$ cat src/rtl/mips_instr_encoder_pkg.sv
// mips_instr_encoder_pkg: mnemonic codes, MIPS opcode/funct constants and encoder state types.
package mips_instr_encoder_pkg;

    typedef enum logic [4:0] {
        M_ADD, M_ADDU, M_SUB, M_SUBU, M_AND, M_OR, M_XOR, M_NOR, M_SLT, M_SLTU,
        M_SLL, M_SRL, M_SRA, M_SLLV, M_SRLV, M_SRAV, M_JR,
        M_ADDI, M_ANDI, M_ORI, M_XORI, M_SLTI, M_LW, M_SW, M_LUI,
        M_BEQ, M_BNE, M_BLEZ, M_BGTZ, M_J, M_JAL
    } mnem_e;

    localparam logic [5:0] F_ADD  = 6'h20, F_ADDU = 6'h21, F_SUB  = 6'h22, F_SUBU = 6'h23;
    localparam logic [5:0] F_AND  = 6'h24, F_OR   = 6'h25, F_XOR  = 6'h26, F_NOR  = 6'h27;
    localparam logic [5:0] F_SLT  = 6'h2a, F_SLTU = 6'h2b, F_SLL  = 6'h00, F_SRL  = 6'h02;
    localparam logic [5:0] F_SRA  = 6'h03, F_SLLV = 6'h04, F_SRLV = 6'h06, F_SRAV = 6'h07;
    localparam logic [5:0] F_JR   = 6'h08;

    localparam logic [5:0] OP_ADDI = 6'h08, OP_ANDI = 6'h0c, OP_ORI  = 6'h0d, OP_XORI = 6'h0e;
    localparam logic [5:0] OP_SLTI = 6'h0a, OP_LW   = 6'h23, OP_SW   = 6'h2b, OP_LUI  = 6'h0f;
    localparam logic [5:0] OP_BEQ  = 6'h04, OP_BNE  = 6'h05, OP_BLEZ = 6'h06, OP_BGTZ = 6'h07;
    localparam logic [5:0] OP_J    = 6'h02, OP_JAL  = 6'h03;

    // Field layout class of each mnemonic; C_BAD marks unsupported codes.
    typedef enum logic [2:0] {C_BAD, C_R, C_SH, C_JR, C_I, C_LUI, C_BZ, C_J} cls_e;

    typedef enum logic [1:0] {S_IDLE, S_RUN, S_WRITE, S_DONE} state_e;

endpackage

$ cat src/rtl/mips_instr_encoder_pack.sv
// mips_instr_encoder_pack: combinational {mnemonic, fields} -> {32-bit MIPS word, illegal flag}.
module mips_instr_encoder_pack
    import mips_instr_encoder_pkg::*;
(
    input  logic [4:0]  mnem,
    input  logic [4:0]  rs,
    input  logic [4:0]  rt,
    input  logic [4:0]  rd,
    input  logic [4:0]  shamt,
    input  logic [15:0] imm,
    input  logic [25:0] target,
    output logic [31:0] word,
    output logic        illegal
);

    cls_e       cls;
    logic [5:0] code;
    logic [5:0] used;

    always_comb begin
        cls  = C_BAD;
        code = 6'h00;
        case (mnem_e'(mnem))
            M_ADD:  begin cls = C_R;   code = F_ADD;   end
            M_ADDU: begin cls = C_R;   code = F_ADDU;  end
            M_SUB:  begin cls = C_R;   code = F_SUB;   end
            M_SUBU: begin cls = C_R;   code = F_SUBU;  end
            M_AND:  begin cls = C_R;   code = F_AND;   end
            M_OR:   begin cls = C_R;   code = F_OR;    end
            M_XOR:  begin cls = C_R;   code = F_XOR;   end
            M_NOR:  begin cls = C_R;   code = F_NOR;   end
            M_SLT:  begin cls = C_R;   code = F_SLT;   end
            M_SLTU: begin cls = C_R;   code = F_SLTU;  end
            M_SLL:  begin cls = C_SH;  code = F_SLL;   end
            M_SRL:  begin cls = C_SH;  code = F_SRL;   end
            M_SRA:  begin cls = C_SH;  code = F_SRA;   end
            M_SLLV: begin cls = C_R;   code = F_SLLV;  end
            M_SRLV: begin cls = C_R;   code = F_SRLV;  end
            M_SRAV: begin cls = C_R;   code = F_SRAV;  end
            M_JR:   begin cls = C_JR;  code = F_JR;    end
            M_ADDI: begin cls = C_I;   code = OP_ADDI; end
            M_ANDI: begin cls = C_I;   code = OP_ANDI; end
            M_ORI:  begin cls = C_I;   code = OP_ORI;  end
            M_XORI: begin cls = C_I;   code = OP_XORI; end
            M_SLTI: begin cls = C_I;   code = OP_SLTI; end
            M_LW:   begin cls = C_I;   code = OP_LW;   end
            M_SW:   begin cls = C_I;   code = OP_SW;   end
            M_LUI:  begin cls = C_LUI; code = OP_LUI;  end
            M_BEQ:  begin cls = C_I;   code = OP_BEQ;  end
            M_BNE:  begin cls = C_I;   code = OP_BNE;  end
            M_BLEZ: begin cls = C_BZ;  code = OP_BLEZ; end
            M_BGTZ: begin cls = C_BZ;  code = OP_BGTZ; end
            M_J:    begin cls = C_J;   code = OP_J;    end
            M_JAL:  begin cls = C_J;   code = OP_JAL;  end
            default: ;
        endcase
    end

    // Field-use mask, bit order {rs, rt, rd, shamt, imm, target}.
    assign used = cls == C_R   ? 6'b111000 :
                  cls == C_SH  ? 6'b011100 :
                  cls == C_JR  ? 6'b100000 :
                  cls == C_I   ? 6'b110010 :
                  cls == C_LUI ? 6'b010010 :
                  cls == C_BZ  ? 6'b100010 :
                  cls == C_J   ? 6'b000001 : 6'b000000;

    assign word = cls == C_R   ? {6'h00, rs, rt, rd, 5'b0, code} :
                  cls == C_SH  ? {6'h00, 5'b0, rt, rd, shamt, code} :
                  cls == C_JR  ? {6'h00, rs, 15'b0, code} :
                  cls == C_I   ? {code, rs, rt, imm} :
                  cls == C_LUI ? {code, 5'b0, rt, imm} :
                  cls == C_BZ  ? {code, rs, 5'b0, imm} :
                  cls == C_J   ? {code, target} : 32'h0000_0000;

    assign illegal = (cls == C_BAD) ||
                     |({|rs, |rt, |rd, |shamt, |imm, |target} & ~used);

endmodule

$ cat src/rtl/mips_instr_encoder.sv
// mips_instr_encoder: streams instruction descriptors into consecutive imem words.
// Optional ENC_ILLEGAL_CHECK_EN adds a sticky err output and suppresses writes of illegal descriptors.
module mips_instr_encoder
    import mips_instr_encoder_pkg::*;
#(
    parameter int ADDR_W = 10
) (
    input  logic              clk,
    input  logic              rst_n,
    input  logic              start,
    input  logic [ADDR_W-1:0] base_addr,
    input  logic              in_valid,
    output logic              in_ready,
    input  logic [4:0]        in_mnem,
    input  logic [4:0]        in_rs,
    input  logic [4:0]        in_rt,
    input  logic [4:0]        in_rd,
    input  logic [4:0]        in_shamt,
    input  logic [15:0]       in_imm,
    input  logic [25:0]       in_target,
    input  logic              in_last,
    output logic              imem_we,
    output logic [ADDR_W-1:0] imem_addr,
    output logic [31:0]       imem_wdata,
    output logic              busy,
    output logic              done,
    output logic              full,
    output logic [ADDR_W:0]   count
`ifdef ENC_ILLEGAL_CHECK_EN
    ,
    output logic              err
`endif
);

    state_e            state, nxt;
    logic [ADDR_W-1:0] addr;
    logic [ADDR_W:0]   cnt;
    logic [31:0]       word, pk_word;
    logic              pk_ill, last_q, full_q, hs, at_top, drop;

    mips_instr_encoder_pack u_pack (
        .mnem    (in_mnem),
        .rs      (in_rs),
        .rt      (in_rt),
        .rd      (in_rd),
        .shamt   (in_shamt),
        .imm     (in_imm),
        .target  (in_target),
        .word    (pk_word),
        .illegal (pk_ill)
    );

`ifdef ENC_ILLEGAL_CHECK_EN
    assign drop = pk_ill;
`else
    logic unused_ill;
    assign unused_ill = pk_ill;
    assign drop       = 1'b0;
`endif

    assign hs     = in_valid & in_ready;
    assign at_top = &addr;

    always_ff @(posedge clk or negedge rst_n)
        if (!rst_n) state <= S_IDLE;
        else        state <= nxt;

    // A dropped (illegal) descriptor skips WRITE but still honours in_last.
    always_comb begin
        nxt = state == S_IDLE  ? (start ? S_RUN : S_IDLE) :
              state == S_RUN   ? (!hs ? S_RUN : !drop ? S_WRITE : in_last ? S_DONE : S_RUN) :
              state == S_WRITE ? ((last_q | at_top) ? S_DONE : S_RUN) : S_IDLE;
    end

    always_ff @(posedge clk or negedge rst_n) begin
        if (!rst_n) begin
            addr   <= '0;
            cnt    <= '0;
            word   <= '0;
            last_q <= 1'b0;
            full_q <= 1'b0;
`ifdef ENC_ILLEGAL_CHECK_EN
            err    <= 1'b0;
`endif
        end else begin
            if (state == S_IDLE && start) begin
                addr   <= base_addr;
                cnt    <= '0;
                full_q <= 1'b0;
`ifdef ENC_ILLEGAL_CHECK_EN
                err    <= 1'b0;
`endif
            end
            if (hs) begin
                word   <= pk_word;
                last_q <= in_last;
`ifdef ENC_ILLEGAL_CHECK_EN
                err    <= err | pk_ill;
`endif
            end
            // The address saturates at the top word instead of wrapping.
            if (state == S_WRITE) begin
                cnt <= cnt + 1'b1;
                if (at_top) full_q <= 1'b1;
                else        addr   <= addr + 1'b1;
            end
        end
    end

    assign in_ready   = state == S_RUN;
    assign imem_we    = state == S_WRITE;
    assign imem_addr  = addr;
    assign imem_wdata = word;
    assign busy       = state != S_IDLE;
    assign done       = state == S_DONE;
    assign full       = full_q;
    assign count      = cnt;

endmodule

$ cat config.mk
export PLATFORM = sky130hd
export DESIGN_NAME = mips_instr_encoder
export DESIGN_NICKNAME = d
export VERILOG_FILES = /design/src/rtl/mips_instr_encoder_pkg.sv /design/src/rtl/mips_instr_encoder_pack.sv /design/src/rtl/mips_instr_encoder.sv
export SDC_FILE = /design/constraint.sdc
export NUM_CORES = 1
export LEC_CHECK = 0
export ABC_CLOCK_PERIOD_IN_PS = 1630
export CAP_MARGIN = 20
export CORE_UTILIZATION = 40
export DETAILED_ROUTE_END_ITERATION = 10
export PLACE_DENSITY = 0.78
export REMOVE_ABC_BUFFERS = 1
export SYNTH_ARGS = -nofsm -noshare
export SYNTH_HDL_FRONTEND = slang
export SYNTH_HIERARCHICAL = 1
export SYNTH_SLANG_ARGS = --single-unit
$ cat constraint.sdc
create_clock -name clk -period 1.63 [get_ports clk]
set_input_delay 0.2445 -clock clk [delete_from_list [all_inputs] [get_ports clk]]
set_output_delay 0.2445 -clock clk [all_outputs]
set_load 0.1 [all_outputs]
==> reports/results.ini, run 1 <==
[setup_path]
critical_path.max_stage_delay_ns = 0.30
cp-start-kind = input pin
setup.worst_path.end_class = register
arrival_time_of_data_at_the_critical_path_endpoint_ns = 1.77
critical_path_cell_count = 9
slowest_cell_on_the_critical_path = dlygate4sd2_1
worst_r2r_path_depth = 5
crit_type = input pin to register
critical-path-top-delay-family = buffers and inverters
cp_data_required_time_ns = 1.83
cp_cell_sequence = dlygate4sd2_1 -> nand2_2 -> buf_4 -> nor2_2 -> nor3b_4 -> buf_12 -> a222oi_1 -> inv_1 -> mux2_2
critical_path.max_fanout = 15
path_buf_inv = 4

[cts]
cell_at_the_root_of_the_clock_tree = clkbuf_8
cts_buffer_depth = 2
cts_htree_levels = 3
cts.sinks = 57
cts_tree = built
clkSlewWorstSetupHoldPaths_ns = 0.07
numCtsBuffers = 9
clock_network_latency_to_the_later_pin_of_the_worst_skew_pair_ns = 0.32

[placed_design]
hpwlAfterDp_mm = 7.67
routabilityCongestion = 0.812
place.port_buffers = 139
dpl-instance-area_um2 = 5640
detailedPlace.worstSlack_ns = -0.653
cells_after_dpl = 587

[final_layout]
final_layout_size_suffix_gt1_share_pct = 35.8
final_net_count = 588
multiInputGateArea_um2 = 1710
fin_cells = 611
fillCellCount = 483
final_design_area_excluding_fillers_um2 = 6040
layout-area-overhead-vs-synth_pct = 84.3
insertedDiodeCount = 0
layout.area.seq_um2 = 1430
finalCoreUtilization_pct = 77.3

[route]
detailedRoute.firstIterationViolations = 190
wire_per_inst_um = 17.2
avgViaCountPerCell = 5.46
via_count = 3338
remaining_drc_errors = 0
postRouteWirelength_mm = 10.5
drt_first_pass_iters = 6
antenna_violating_nets_post_route = 0

[status]
result_of_the_run = finished, final reports clean

[global_route]
grt_pass1_vias = 3483
grt_antenna_before_repair = 0
grt_max_degree = 58
total_congestion_overflow_after_global_routing = 0
grt_first_pass_wirelength_mm = 16.9
track_usage_pct = 25.2

[synthesis]
synth.avg_cell_area_um2 = 10.2
synthesis.area_um2 = 3270
synth-warning-count = 6
postSynthCellCount = 320

[floorplanning]
floorplan.io_pins = 140
chipWidth_um = 92.5
die_y_um = 92.5
initial_utilization_pct = 41.9
rows = 32
core-area_um2 = 7810
die_area_um2 = 8550

[pwr]
leakagePower_nw = 2.70
p_per_area_nw_per_um2 = 2250
report.power.total_mw = 13.6
power.ir.vdd_worst_v = 0.00174

[hold_path]
min-delay-path-class = input pin to async pin

[timing]
report.final.slew_viol_count = 0
final.setup_skew_ns = 0.00547
final_critical_path_setup_slack_ns = 0.0654
post-route-period-util_pct = 96.0
fin_hold_viols = 0
fmax_ghz = 0.639
whs_ns = 0.441
tns_ns = 0
setup_viol_count_final = 0
finalWorstPathRequiredPeriod_ns = 1.56

[job]
maxCapViolations = 0

-- layout by cell type (no fill, tap or decap), drive strengths merged, types with 4 or more instances in the layout --
cell type / count
o32a: 4
and2: 5
o21ai: 25
a22o: 14
mux2: 33
a31oi: 4
buf: 110
nand3: 14
and3: 5
clkbuf: 13
nand4: 4
mux2i: 5
clkdlybuf4s50: 75
bufinv: 4
a22oi: 7
o22ai: 4
inv: 15
a222oi: 5
nand2b: 4
nand2: 32
a21oi: 8
dfrtp: 57
nor2: 15
-- state kept, by name (all words and copies together) (netlist names) --
signal      cells
full            1
imem_addr      10
state           2
imem_wdata     32
last_q          1
count          11
-- tightest hold or removal path: stages --
cell	delay, ns
dlygate4sd3_1	0.52
buf_2	0.12
buf_12	0.27
-- what timing repair did --
action	in CTS	in global routing
pin swaps	5	4
endpoints found under the hold margin	57	0
resized for setup	15	11
setup buffers	4	4
hold buffers	1	0
setup endpoints to repair	28	16
-- power breakdown --
group / internal, mW / total (mW) / switching, mW
clock network: 1.25 / 1.83 / 0.574
logic: 3.47 / 9.14 / 5.66
registers: 1.98 / 2.63 / 0.653
-- area by class of cell --
class / count / area share [%]
Clock inverter: 5 / 2.07
Tap cell: 102 / 2.11
Timing Repair Buffer: 191 / 40.2
Sequential cell: 57 / 23.6
Inverter: 17 / 1.14
Multi-Input combinational cell: 228 / 28.3
Clock buffer: 11 / 2.51
-- final timing paths --
| path | start | end | slack [ns] |
|---|---|---|---|
| worst max-delay path | in_mnem[3] | imem_wdata[10]$_DFFE_PN0P_ | 0.07 |
| worst min-delay path | rst_n | imem_wdata[2]$_DFFE_PN0P_ | 0.44 |
| worst max register to register | imem_addr[8]$_DFF_PN0_ | imem_addr[5]$_DFF_PN0_ | 0.07 |
| worst min register to register | last_q$_DFFE_PN0P_ | last_q$_DFFE_PN0P_ | 0.49 |
| max in group asynchronous | rst_n | imem_wdata[30]$_DFFE_PN0P_ | 0.90 |
| min in group clk | last_q$_DFFE_PN0P_ | last_q$_DFFE_PN0P_ | 0.49 |
-- routing by layer --
metal / track usage [%] / part of all wire, % / routed length, um
met1: 28.4 / 38 / 3940
met2: 45.8 / 54 / 5640
met3: 6.49 / 7.3 / 765
met4: 8.72 / 1.5 / 155
met5: 0 / 0 / 0
Note: power is estimated with default switching activity, not from simulation.
==> inputs of run 2 (changes only) <==
CTS_BUF_LIST = sky130_fd_sc_hd__clkbuf_16   (was default)
==> reports/results.ini, run 2 (synthesis results as in run 1) <==
[setup_path]
cp-start-kind = register  ; was input pin
arrival_time_of_data_at_the_critical_path_endpoint_ns = 1.31  ; was 1.77 ns
critical_path.max_fanout = 7  ; was 15
cp_data_required_time_ns = 1.39  ; was 1.83 ns
cp_cell_sequence = nand2b_2 -> clkinv_4 -> buf_12  ; was dlygate4sd2_1 -> nand2_2 -> buf_4 -> nor2_2 -> nor3b_4 -> buf_12 -> a222oi_1 -> inv_1 -> mux2_2
slowest_cell_on_the_critical_path = dfrtp_1  ; was dlygate4sd2_1
critical_path.max_stage_delay_ns = 0.39  ; was 0.30 ns
crit_type = register to output port  ; was input pin to register
setup.worst_path.end_class = output port  ; was register

[timing]
finalWorstPathRequiredPeriod_ns = 1.56  ; about the same
post-route-period-util_pct = 95.6  ; was 96.0%
setup_viol_count_final = 0  ; unchanged
fin_hold_viols = 0  ; unchanged
final_critical_path_setup_slack_ns = 0.0719  ; was 0.0654 ns
report.final.slew_viol_count = 0  ; unchanged
tns_ns = 0  ; unchanged
fmax_ghz = 0.642  ; was 0.639 GHz
whs_ns = 0.463  ; was 0.441 ns
final.setup_skew_ns = 0.00498  ; was 0.00547 ns

[floorplanning]
rows = 32  ; unchanged
chipWidth_um = 92.5  ; unchanged
initial_utilization_pct = 41.9  ; unchanged
die_y_um = 92.5  ; unchanged
core-area_um2 = 7810  ; unchanged
floorplan.io_pins = 140  ; unchanged
die_area_um2 = 8550  ; unchanged

[global_route]
grt_first_pass_wirelength_mm = 17.4  ; was 16.9 mm
grt_pass1_vias = 3549  ; was 3483
total_congestion_overflow_after_global_routing = 0  ; unchanged
track_usage_pct = 26.1  ; was 25.2%
grt_max_degree = 58  ; unchanged
grt_antenna_before_repair = 0  ; unchanged

[cts]
cts_buffer_depth = 2  ; unchanged
clock_network_latency_to_the_later_pin_of_the_worst_skew_pair_ns = 0.32  ; about the same
numCtsBuffers = 9  ; unchanged
clkSlewWorstSetupHoldPaths_ns = 0.05  ; was 0.07 ns
cts.sinks = 57  ; unchanged
cts_tree = built  ; unchanged
cts_htree_levels = 3  ; unchanged
cell_at_the_root_of_the_clock_tree = clkbuf_16  ; was clkbuf_8

[route]
wire_per_inst_um = 17.6  ; was 17.2 um
avgViaCountPerCell = 5.51  ; was 5.46
antenna_violating_nets_post_route = 0  ; unchanged
detailedRoute.firstIterationViolations = 198  ; was 190
via_count = 3351  ; was 3338
drt_first_pass_iters = 5  ; was 6
postRouteWirelength_mm = 10.7  ; was 10.5 mm
remaining_drc_errors = 0  ; unchanged

[final_layout]
finalCoreUtilization_pct = 78.1  ; was 77.3%
layout-area-overhead-vs-synth_pct = 86.3  ; was 84.3%
multiInputGateArea_um2 = 1710  ; about the same
final_net_count = 585  ; was 588
layout.area.seq_um2 = 1430  ; about the same
highest_count_cells_in_the_layout_ignoring_fill_and_taps = clkdlybuf4s50_1 (75), buf_12 (63), dfrtp_1 (54), buf_4 (38), mux2_2 (31)  ; was clkdlybuf4s50_1 (75), buf_12 (63), dfrtp_1 (57), buf_4 (41), mux2_2 (32)
number_of_flip_flops_under_the_largest_register_name = 32  ; unchanged
final_layout_size_suffix_gt1_share_pct = 35.4  ; was 35.8%
final_common_cell = clkdlybuf4s50_1  ; unchanged
fillCellCount = 485  ; was 483
insertedDiodeCount = 0  ; unchanged

[placed_design]
routabilityCongestion = 0.812  ; unchanged
detailedPlace.worstSlack_ns = -0.653  ; unchanged
place.port_buffers = 139  ; unchanged
hpwlAfterDp_mm = 7.67  ; unchanged

[hold_path]
min-delay-path-class = input pin to async pin  ; unchanged

[pwr]
power.ir.vdd_worst_v = 0.00177  ; was 0.00174 V
leakagePower_nw = 2.71  ; was 2.70 nW
p_per_area_nw_per_um2 = 2310  ; was 2250 nW/um^2

[job]
maxCapViolations = 0  ; unchanged

[status]
result_of_the_run = finished, final reports clean  ; unchanged

-- run 2: worst paths after layout --
| kind | from | end | slack (ns) | cells after the start |
|---|---|---|---|---|
| min in group clk | last_q$_DFFE_PN0P_ | last_q$_DFFE_PN0P_ | 0.49 | 1 |
| worst max register to register | imem_addr[0]$_DFF_PN0_ | imem_addr[9]$_DFF_PN0_ | 0.10 | 5 |
| worst min-delay path | rst_n | imem_wdata[26]$_DFFE_PN0P_ | 0.46 | 3 |
| max in group asynchronous | rst_n | imem_addr[8]$_DFF_PN0_ | 0.88 | 3 |
| worst max-delay path | state[0]$_DFF_PN0_ | imem_we | 0.07 | 3 |
| worst min register to register | last_q$_DFFE_PN0P_ | last_q$_DFFE_PN0P_ | 0.49 | 1 |
-- run 2: report_power, final --
part           switching, mW  internal, mW  leakage, nW
logic                   5.69          3.47         1.83
clock network          0.646          1.63        0.174
registers              0.657          1.99        0.713
-- run 2: per-stage QoR --
step | total power, mW | std cells | cell area [um^2]
floorplan | 7.85 | 302 | 3160
global placement | 11.5 | 587 | 5640
detailed placement | 11.7 | 587 | 5640
CTS | 14.1 | 607 | 6070
global route | 14.6 | 608 | 6100
finish | 14.1 | 608 | 6100
-- run 2: worst max-delay path, delay by kind of cell (launching register included) --
| family | cells | cell delay [ns] |
|---|---|---|
| DFF | 1 | 0.39 |
| and+or+nand+nor | 1 | 0.29 |
| buffers and inverters | 2 | 0.32 |
-- run 2: area by class of cell --
class | count | share of cell area [%]
clock buffer | 9 | 3.69
multi-input combinational | 228 | 28.0
timing repair buffer | 188 | 39.4
tap | 102 | 2.09
inverter | 17 | 1.13
sequential | 57 | 23.4
clock inverter | 7 | 2.17
-- run 2: layer usage --
metal	part of all wire [%]	up-vias	track usage, %	wire length [um]
met1	36	1617	28.8	3900
met4	2.9	0	11.7	306
li1	-	1546	-	-
met5	0	-	0	0
met2	53	158	46.6	5700
met3	7.6	30	7.14	812
-- run 2: what timing repair did --
action | 4_1_cts | 5_1_grt
pin swaps | 7 | 5
endpoints found under the setup margin | 28 | 19
buffers inserted | 3 | 2
endpoints found under the hold margin | 57 | 0
hold buffers | 1 | 0
gates resized for setup | 14 | 15
==> inputs of run 3 (changes only) <==
CAP_MARGIN = default   (was 20)
CTS_CLUSTER_SIZE = 28   (was default)
==> results of run 3 <==
The final DEF is identical to that of run 2; final timing and power are the same.
